$ cat src/rtl/plic_mt.sv
// Multi-target PLIC: per-source level/edge gateways, per-target priority arbitration,
// and atomic claim/complete on a single-cycle peripheral bus with registered response.
module plic_mt #(
  parameter int SOURCES = 31,
  parameter int TARGETS = 2,
  parameter int PRIO_W  = 3
) (
  input  logic               clk_i,
  input  logic               rst_ni,
  input  logic               req_i,
  input  logic [31:0]        addr_i,
  input  logic               we_i,
  input  logic [3:0]         be_i,
  input  logic [31:0]        wdata_i,
  output logic               rvalid_o,
  output logic [31:0]        rdata_o,
  input  logic [SOURCES-1:0] irq_sources_i,
  output logic [SOURCES-1:0] irq_pending_o,
  output logic [TARGETS-1:0] irq_o
);

  typedef enum logic [1:0] {GW_IDLE, GW_PEND, GW_INSVC} gw_e;

  gw_e                gw_q    [SOURCES];
  gw_e                gw_d    [SOURCES];
  logic [PRIO_W-1:0]  prio_q  [SOURCES];
  logic [SOURCES-1:0] en_q    [TARGETS];
  logic [PRIO_W-1:0]  thr_q   [TARGETS];
  logic [4:0]         win_id  [TARGETS];
  logic [SOURCES-1:0] mode_q, rearm_q, rearm_d, copy_q;
  logic [SOURCES-1:0] edge_vec, mode_chg, claim_vec, cmpl_vec, pend_vec;
  logic [TARGETS-1:0] irq_q;
  logic [31:0]        rd_mux;

  // Address decode on the 22 significant bits
  logic       wr, rd;
  logic [9:0] prio_id;
  logic [4:0] en_t;
  logic [8:0] tgt_t;
  logic       sel_prio, sel_pend, sel_mode, sel_en, sel_tgt;

  assign wr       = req_i & we_i & (be_i == 4'hF);
  assign rd       = req_i & ~we_i;
  assign prio_id  = addr_i[11:2];
  assign en_t     = addr_i[11:7];
  assign tgt_t    = addr_i[20:12];
  assign sel_prio = (addr_i[21:12] == 10'd0);
  assign sel_pend = (addr_i[21:2] == 20'h00400);
  assign sel_mode = (addr_i[21:2] == 20'h00420);
  assign sel_en   = (addr_i[21:12] == 10'd2) && (addr_i[6:2] == 5'd0);
  assign sel_tgt  = addr_i[21] && (addr_i[11:3] == 9'd0);

  logic unused_addr;
  assign unused_addr = ^{addr_i[31:22], addr_i[1:0]};

  function automatic logic [31:0] src_word(input logic [SOURCES-1:0] v);
    logic [31:0] w;
    w = '0;
    w[SOURCES:1] = v;
    return w;
  endfunction

  assign edge_vec = mode_q & irq_sources_i & ~copy_q;
  assign mode_chg = (wr && sel_mode) ? (wdata_i[SOURCES:1] ^ mode_q) : '0;

  always_comb begin
    pend_vec = '0;
    for (int s = 0; s < SOURCES; s++) pend_vec[s] = (gw_q[s] == GW_PEND);
  end
  assign irq_pending_o = pend_vec;

  // Strictly-greater compare from the threshold keeps the lowest ID on ties
  always_comb begin : win_sel
    logic [PRIO_W-1:0] best_p;
    best_p = '0;
    for (int t = 0; t < TARGETS; t++) begin
      best_p    = thr_q[t];
      win_id[t] = 5'd0;
      for (int s = 0; s < SOURCES; s++) begin
        if (pend_vec[s] && en_q[t][s] && (prio_q[s] > best_p)) begin
          best_p    = prio_q[s];
          win_id[t] = 5'(s + 1);
        end
      end
    end
  end

  always_comb begin
    claim_vec = '0;
    cmpl_vec  = '0;
    for (int t = 0; t < TARGETS; t++) begin
      if (sel_tgt && addr_i[2] && (tgt_t == 9'(t))) begin
        for (int s = 0; s < SOURCES; s++) begin
          if (rd && (win_id[t] == 5'(s + 1))) claim_vec[s] = 1'b1;
          if (wr && (wdata_i == 32'(s + 1)) && en_q[t][s] && (gw_q[s] == GW_INSVC))
            cmpl_vec[s] = 1'b1;
        end
      end
    end
  end

  always_comb begin
    rearm_d = rearm_q;
    for (int s = 0; s < SOURCES; s++) begin
      gw_d[s] = gw_q[s];
      unique case (gw_q[s])
        GW_IDLE: begin
          if (mode_q[s] ? edge_vec[s] : irq_sources_i[s]) gw_d[s] = GW_PEND;
        end
        GW_PEND: begin
          if (claim_vec[s]) begin
            gw_d[s] = GW_INSVC;
            if (edge_vec[s]) rearm_d[s] = 1'b1;
          end
        end
        GW_INSVC: begin
          if (cmpl_vec[s]) begin
            gw_d[s]    = (rearm_q[s] || edge_vec[s]) ? GW_PEND : GW_IDLE;
            rearm_d[s] = 1'b0;
          end else if (edge_vec[s]) begin
            rearm_d[s] = 1'b1;
          end
        end
        default: gw_d[s] = GW_IDLE;
      endcase
      if (mode_chg[s]) rearm_d[s] = 1'b0;
    end
  end

  always_comb begin
    rd_mux = '0;
    if (sel_prio) begin
      for (int s = 0; s < SOURCES; s++)
        if (prio_id == 10'(s + 1)) rd_mux = 32'(prio_q[s]);
    end else if (sel_pend) begin
      rd_mux = src_word(pend_vec);
    end else if (sel_mode) begin
      rd_mux = src_word(mode_q);
    end else if (sel_en) begin
      for (int t = 0; t < TARGETS; t++)
        if (en_t == 5'(t)) rd_mux = src_word(en_q[t]);
    end else if (sel_tgt) begin
      for (int t = 0; t < TARGETS; t++)
        if (tgt_t == 9'(t)) rd_mux = addr_i[2] ? 32'(win_id[t]) : 32'(thr_q[t]);
    end
  end

  always_ff @(posedge clk_i or negedge rst_ni) begin
    if (!rst_ni) begin
      for (int s = 0; s < SOURCES; s++) begin
        gw_q[s]   <= GW_IDLE;
        prio_q[s] <= '0;
      end
      for (int t = 0; t < TARGETS; t++) begin
        en_q[t]  <= '0;
        thr_q[t] <= '0;
      end
      mode_q   <= '0;
      rearm_q  <= '0;
      copy_q   <= '0;
      irq_q    <= '0;
      rvalid_o <= 1'b0;
      rdata_o  <= '0;
    end else begin
      for (int s = 0; s < SOURCES; s++) begin
        gw_q[s] <= gw_d[s];
        if (wr && sel_prio && (prio_id == 10'(s + 1))) prio_q[s] <= wdata_i[PRIO_W-1:0];
      end
      for (int t = 0; t < TARGETS; t++) begin
        if (wr && sel_en && (en_t == 5'(t))) en_q[t] <= wdata_i[SOURCES:1];
        if (wr && sel_tgt && !addr_i[2] && (tgt_t == 9'(t))) thr_q[t] <= wdata_i[PRIO_W-1:0];
        irq_q[t] <= (win_id[t] != 5'd0);
      end
      if (wr && sel_mode) mode_q <= wdata_i[SOURCES:1];
      rearm_q  <= rearm_d;
      copy_q   <= irq_sources_i;
      rvalid_o <= req_i;
      rdata_o  <= rd ? rd_mux : 32'd0;
    end
  end

  assign irq_o = irq_q;

endmodule

$ cat config.mk
export PLATFORM = sky130hd
export DESIGN_NAME = plic_mt
export DESIGN_NICKNAME = d
export VERILOG_FILES = /design/src/rtl/plic_mt.sv
export SDC_FILE = /design/constraint.sdc
export NUM_CORES = 1
export LEC_CHECK = 0
export CORE_ASPECT_RATIO = 0.6
export CORE_UTILIZATION = 57
export DETAILED_ROUTE_END_ITERATION = 7
export PLACE_DENSITY = 0.81
export SETUP_SLACK_MARGIN = 0.3
export SLEW_MARGIN = 15
export SYNTH_ARGS = -nofsm -noshare
export SYNTH_HDL_FRONTEND = slang
export SYNTH_SLANG_ARGS = --single-unit
export TNS_END_PERCENT = 50
$ cat constraint.sdc
create_clock -name clk_i -period 83.8 [get_ports clk_i]
set_input_delay 20.95 -clock clk_i [delete_from_list [all_inputs] [get_ports clk_i]]
set_output_delay 20.95 -clock clk_i [all_outputs]
set_load 0.005 [all_outputs]
==> results.sh, run 1 <==
export IMPL_run_status="finished clean"
export IMPL_pwr_density_cell_nw_per_um2=12.0
export IMPL_finalSetupViolCount=0
export IMPL_synth_cell_type_count=124
export IMPL_grt_met1_usage_pct=55.0
export IMPL_syn_area_um2=27600
export IMPL_htree_levels=2
export IMPL_grtUsageMet2_pct=58.1
export IMPL_tightestPinTransition_ns=1.16
export IMPL_grt_max_degree=180
export IMPL_cts_tree="yes"
export IMPL_clk_pin_slew_ns=0.07
export IMPL_total_power_w=0.000369
export IMPL_cts_resized=0
export IMPL_startpoint_type="flop"
export IMPL_worstHoldStart="gw_q[48]"
export IMPL_crit_path_frequent_cell="sky130_fd_sc_hd__ha_1"
export IMPL_grt_antenna_before_repair=0
export IMPL_syn_inst=3303
export IMPL_maxClockFrequency_mhz=18.7
export IMPL_leakage_nw=12.8
export IMPL_count_of_yosys_warnings_during_synthesis=0
export IMPL_critical_path_reg2reg_startpoint="thr_q[1]"
export IMPL_kind_of_cell_adding_the_most_delay_to_the_critical_path="compound AO/OA/AOI/OAI gates"
export IMPL_postCtsSetupBuffers=0
export IMPL_area_growth_syn_to_layout_pct=11.3
export IMPL_final_hold_viol_count=0
export IMPL_first_global_vias=26300
export IMPL_end_kind="flop"
export IMPL_drive_above_1_share_pct=11.3
export IMPL_maximum_fanout_along_the_worst_path=14
export IMPL_detail_route_wl_per_cell_um=24.6
export IMPL_floorplan_initialDensity_pct=58.6
export IMPL_critPathBufInv=23
export IMPL_place_port_buffers=156
export IMPL_synth_seq_cells=351
export IMPL_core_area_um2=47000
export IMPL_critical_path_arrival_ns=54.09
export IMPL_synth_fp_nets=3508
export IMPL_syn_mean_instance_area_um2=8.35
export IMPL_final_setup_tns_ns=0
export IMPL_nets=3575
export IMPL_ctsRootBufferMaster="sky130_fd_sc_hd__clkbuf_16"
export IMPL_fp_dieArea_um2=49300
export IMPL_startpoint="thr_q[1]"
export IMPL_yosys_most_used_dff="sky130_fd_sc_hd__dfrtp_1"
export IMPL_detailedRoute_firstPassIterationCount=6
export IMPL_detail_route_vias_per_cell=6.95
export IMPL_skew_ns=0.0510
export IMPL_maxCapViolations=0
export IMPL_grt_ovfl_total=0
export IMPL_floorplan_rows=61
export IMPL_floorplan_die_width_um=286
export IMPL_finalCriticalPeriod_ns=53.61
export IMPL_number_of_clock_buffers_inserted_by_tritoncts=36
export IMPL_timing_slew_headroom_pct=22.8
export IMPL_min_path_type="reg -> reg"
export IMPL_totalWireLength_um=98900
export IMPL_gp_congestion=1.00
export IMPL_setup_repair_after_global_routing_missed_its_margin="no"
export IMPL_tritoncts_num_sinks=351
export IMPL_ir_drop_mv=0.0137
export IMPL_async_flop_share_pct=100
export IMPL_final_slew_violations=0
export IMPL_fin_crit_sh_pct=64.0
export IMPL_criticalPathCategory="reg -> reg"
export IMPL_final_antenna_net_count=0
export IMPL_first_iter_violations=3677
export IMPL_synth_edff_count=0
export IMPL_clock_latency_ns=0.57
export IMPL_synth_sequential_area_ratio_pct=31.9
export IMPL_grt_busiest_layer="met2"
export IMPL_cts_root_to_sink_buffers=3
export IMPL_slowest_stage="sky130_fd_sc_hd__a311oi_1"
export IMPL_cts_hold_fix_buffers=0
export IMPL_required_ns=84.28
export IMPL_die_height_um=172
export IMPL_wire_length_of_the_first_global_routing_pass_um=151000
export IMPL_design_portCount=169
export IMPL_detail_route_drc_violations=0
export IMPL_grt_total_usage_pct=39.5
export IMPL_vias=28000
export IMPL_detailedPlacementHpwl_um=74200
export IMPL_crit_path_max_incr_delay_ns=0.70
export IMPL_grt_util_met3_pct=10.2
## stage by stage
stage          instance area [um^2]  hold WS [ns]  instances  utilization [%]  setup slack, ns
6_report                      30700         0.450       4026             65.3            30.19
2_1_floorplan                 27600         0.421       3303                -            39.44
3_5_place_dp                  29500         0.443       3962             62.7            31.58
5_1_grt                       30700         0.471       4025             65.3            26.56
3_3_place_gp                  29500         0.435       3962             62.7            32.81
4_1_cts                       30700         0.451       4025             65.3            31.34
## path summary, 6_finish.rpt
| check | depth (start not counted) | endpoint | slack, ns |
|---|---|---|---|
| max | 228 | rearm_q[4] | 30.19 |
| min | 1 | gw_q[48] | 0.45 |
| max reg2reg | 228 | rearm_q[4] | 30.19 |
| min reg2reg | 1 | gw_q[48] | 0.45 |
| max in group asynchronous | 2 | copy_q[6] | 61.77 |
| min in group asynchronous | 1 | copy_q[25] | 20.48 |
## Yosys cell counts (all sizes together) (23+ instances only)
master,number,area share [%]
nand2,430,5.9
dfrtp,351,32
nor2,269,3.7
a21oi,227,4.1
o21ai,211,3.8
mux2,195,8.1
inv,181,2.5
clkbuf,112,1.5
ha,102,4.6
a22oi,91,2.5
nand3,75,1.4
nor2b,68,1.5
nand2b,58,1.3
a31oi,53,1.2
mux2i,49,1.8
and2,48,1.1
buf,48,1.1
nor3,46,0.88
o211ai,40,1.2
and3,38,0.86
nor4,36,0.82
o22ai,32,0.73
xnor2,32,1.0
a211oi,31,0.94
o22a,23,0.73
## area by class of cell
type                            instances  area (um^2)
Tap cell                              630          788
Multi-Input combinational cell       2610        17400
Timing Repair Buffer                  189         1820
Antenna cell                            1         2.50
Sequential cell                       351         8780
Clock inverter                         14          190
Inverter                              182          683
Fill cell                            3853        16300
Clock buffer                           49         1030
## state kept, by name, summed over array words and instances (netlist names)
name and flops:
prio_q 93, en_q 62, gw_q 62, rdata_o 32, copy_q 31, mode_q 31, rearm_q 31, thr_q 6
irq_o 2, rvalid_o 1
## layout by cell type (no fill, tap or decap), drive strengths merged, types with 53 or more instances in the layout
cell and count:
a21oi 227, a22oi 91, a31oi 53, clkdlybuf4s50 154, dfrtp 351, ha 102, inv 181, mux2 195
nand2 430, nand2b 58, nand3 75, nor2 269, nor2b 68, o21ai 211
## logic make-up (layout without fill, tap and decap cells)
group / count (synthesis) / after routing / synth area share [%]
DFF: 351 / 351 / 31.9
muxes: 250 / 250 / 10.4
other: 0 / 1 / 0
xor gates and xnor gates: 41 / 41 / 1.30
buffers and inverters: 342 / 434 / 5.13
and+or+nand+nor: 1198 / 1198 / 21.0
AOI/OAI and AO/OA: 999 / 999 / 24.9
adders and majority gates: 122 / 122 / 5.36
## metal layers
| metal | up-vias | wire length [um] |
|---|---|---|
| met2 | 1883 | 40800 |
| met5 | - | 0 |
| li1 | 12300 | - |
| met4 | 0 | 4470 |
| met3 | 292 | 12900 |
| met1 | 13500 | 40700 |
## power by group
group          switching (W)  internal (W)  leakage [nW]   total, W
Combinational      0.0000165    0.00000931          7.64  0.0000258
Clock              0.0000736     0.0000964         0.595   0.000170
Sequential        0.00000188      0.000172          4.58   0.000173
Total              0.0000919      0.000277          12.8   0.000369
Power figures use the tool's default switching activity.
==> run 2, diff against run 1 <==
--- a/config.mk
+++ b/config.mk
@@ -6,9 +6,9 @@
 export NUM_CORES = 1
 export LEC_CHECK = 0
 export CORE_ASPECT_RATIO = 0.6
-export CORE_UTILIZATION = 57
+export CORE_UTILIZATION = 56
 export DETAILED_ROUTE_END_ITERATION = 7
-export PLACE_DENSITY = 0.81
+export PLACE_DENSITY = 0.83
 export SETUP_SLACK_MARGIN = 0.3
 export SLEW_MARGIN = 15
 export SYNTH_ARGS = -nofsm -noshare
==> constraint.sdc (replaced) <==
create_clock -name clk_i -period 44.6 [get_ports clk_i]
set_input_delay 11.15 -clock clk_i [delete_from_list [all_inputs] [get_ports clk_i]]
set_output_delay 11.15 -clock clk_i [all_outputs]
set_load 0.005 [all_outputs]
==> run 2 against run 1 <==
The run now ends with DRC left. Combinational power increased by 90%. Worst hold slack better by 0.010 ns. Count of clock-buffer cells in the layout fell by 2. Power rose by 94%. Critical path depth is 4 higher. Final cell count up 7.8%. Die area grew 1.8%. Sequential share of layout area is 3.1 points lower. Utilization up 6.2 points. Final area increased by 12%. First-iteration DRC count up 16%. Register-to-register slack worse by 29 ns.
==> results.sh, run 2 (same netlist as run 1, synthesis figures left out) <==
export IMPL_mostFrequentLayoutCell="sky130_fd_sc_hd__nand2_1"
export IMPL_vias=29600
export IMPL_cts_hold_fix_buffers=0
export IMPL_run_status="finished with violations"
export IMPL_die_height_um=174
export IMPL_cts_tree="yes"
export IMPL_clk_pin_slew_ns=0.07
export IMPL_detailedPlacementHpwl_um=72600
export IMPL_slowest_stage="sky130_fd_sc_hd__nor4_1"
export IMPL_area_growth_syn_to_layout_pct=24.8
export IMPL_crit_path_max_incr_delay_ns=0.55
export IMPL_totalWireLength_um=104000
export IMPL_fp_dieArea_um2=50100
export IMPL_footprint_of_the_multi_input_gates_um2=18700
export IMPL_final_hold_viol_count=0
export IMPL_floorplan_rows=62
export IMPL_largest_registers="prio_q: 93 flops, en_q: 62 flops, gw_q: 62 flops"
export IMPL_maxCapViolations=0
export IMPL_maxClockFrequency_mhz=23.1
export IMPL_skew_ns=0.0342
export IMPL_layout_setup_ws_ns=1.27
export IMPL_pwr_density_cell_nw_per_um2=20.8
export IMPL_ir_drop_mv=0.0295
export IMPL_finalSetupViolCount=0
export IMPL_crit_path_frequent_cell="sky130_fd_sc_hd__mux2_4"
export IMPL_startpoint_type="flop"
export IMPL_nets=3877
export IMPL_critical_path_arrival_ns=43.70
export IMPL_grt_antenna_before_repair=1
export IMPL_detail_route_drc_violations=7
export IMPL_floorplan_die_width_um=288
export IMPL_finalCriticalPeriod_ns=43.33
export IMPL_tightestPinTransition_ns=1.05
export IMPL_criticalPathCategory="reg -> reg"
export IMPL_final_fill_count=3496
export IMPL_net_sw_share_pct=24.6
export IMPL_clock_latency_ns=0.57
export IMPL_area_sequential_um2=8780
export IMPL_final_slew_violations=0
export IMPL_combPwrFrac_pct=6.8
export IMPL_ctsRootBufferMaster="sky130_fd_sc_hd__clkbuf_16"
export IMPL_hold_slack_ns=0.460
export IMPL_number_of_flip_flops_under_the_largest_register_name=93
export IMPL_end_kind="flop"
export IMPL_violations="DRC"
export IMPL_layout_cells_most_common_list="422 x sky130_fd_sc_hd__nand2_1, 351 x sky130_fd_sc_hd__dfrtp_1, 328 x sky130_fd_sc_hd__buf_4"
export IMPL_grt_total_usage_pct=38.5
export IMPL_drive_above_1_share_pct=23.8
export IMPL_place_port_buffers=156
export IMPL_number_of_clock_buffers_inserted_by_tritoncts=35
export IMPL_detail_route_wl_per_cell_um=23.9
export IMPL_min_path_type="reg -> reg"
export IMPL_first_iter_violations=4283
export IMPL_max_flop_register="prio_q"
export IMPL_final_util_pct=71.4
export IMPL_first_global_vias=26600
export IMPL_core_area_um2=48200
export IMPL_detailedRoute_firstPassIterationCount=8
export IMPL_required_ns=44.97
export IMPL_final_antenna_net_count=0
export IMPL_design_portCount=169
export IMPL_maximum_fanout_along_the_worst_path=8
export IMPL_tritoncts_num_sinks=351
export IMPL_leakage_nw=14.5
export IMPL_total_switching_power_w=0.000176
export IMPL_share_clk_of_total_power_pct=47.6
export IMPL_p_int_w=0.000539
export IMPL_grt_ovfl_total=0
export IMPL_timing_slew_headroom_pct=29.7
export IMPL_fin_crit_sh_pct=97.2
export IMPL_grt_max_degree=80
export IMPL_detail_route_vias_per_cell=6.82
export IMPL_cts_root_to_sink_buffers=3
export IMPL_dpl_worst_slack_ns=-0.951
export IMPL_floorplan_initialDensity_pct=57.2
export IMPL_gp_congestion=1.03
export IMPL_wire_length_of_the_first_global_routing_pass_um=152000
export IMPL_htree_levels=2
export IMPL_seq_power_share_pct=45.6
[run 2: power groups by stage]
stage,combinational (W),clock (W),sequential [W]
2_1_floorplan,0.0000189,0,0.000331
3_3_place_gp,0.0000458,0,0.000331
3_5_place_dp,0.0000466,0,0.000331
4_1_cts,0.0000470,0.000340,0.000326
5_1_grt,0.0000517,0.000353,0.000326
6_report,0.0000489,0.000340,0.000326
[run 2: area by class of cell]
| type | instances | share of cell area, % |
|---|---|---|
| clock inverter | 17 | 0.934 |
| clock buffer | 47 | 2.85 |
| timing repair buffer | 492 | 12.0 |
| antenna | 1 | 0.00727 |
| sequential | 351 | 25.5 |
| multi-input combinational | 2610 | 54.4 |
| tap | 640 | 2.33 |
| inverter | 182 | 1.99 |
[run 2: per-stage QoR]
step	TNS, ns	std cells	area [um^2]	total power, W
6_report	0	4340	34400	0.000715
5_1_grt	-48.12	4340	34400	0.000731
4_1_cts	0	4279	32800	0.000713
3_5_place_dp	-70.69	4191	31100	0.000378
3_3_place_gp	-0.303	4191	31100	0.000377
2_1_floorplan	0	3303	27600	0.000350
[run 2: critical path: cells and delay by family (launching register included)]
kind / cells / cell delay (ns)
buffers and inverters: 30 / 2.87
AOI/OAI and AO/OA: 83 / 15.17
muxes: 32 / 9.24
DFF: 1 / 0.43
and+or+nand+nor: 54 / 7.39
adders and majority gates: 33 / 7.95
[run 2: per-layer routing]
metal  GRT usage (%)  share of wire (%)  up-vias
met1            55.7                 40    14100
met5               0                  0        -
li1                -                  -    12900
met3            12.0                 15      373
met2            53.1                 41     2275
met4            15.0                4.8        0
[run 2: what timing repair did]
item                                    4_1_cts  5_1_grt
cloned                                        0        0
resized for setup                            34      264
pin swaps                                    11      121
endpoints found under the setup margin       99      100
buffers inserted                             24       60
[run 2: final timing paths]
check	start	end	slack, ns	cells past startpoint
worst min register to register	gw_q[2]	gw_q[2]	0.46	1
worst min-delay path	gw_q[2]	gw_q[2]	0.46	1
worst max register to register	prio_q[92]	rdata_o[2]	1.27	232
worst max-delay path	prio_q[92]	rdata_o[2]	1.27	232
max in group asynchronous	rst_ni	en_q[7]	31.72	3
min in group asynchronous	rst_ni	en_q[22]	10.58	1
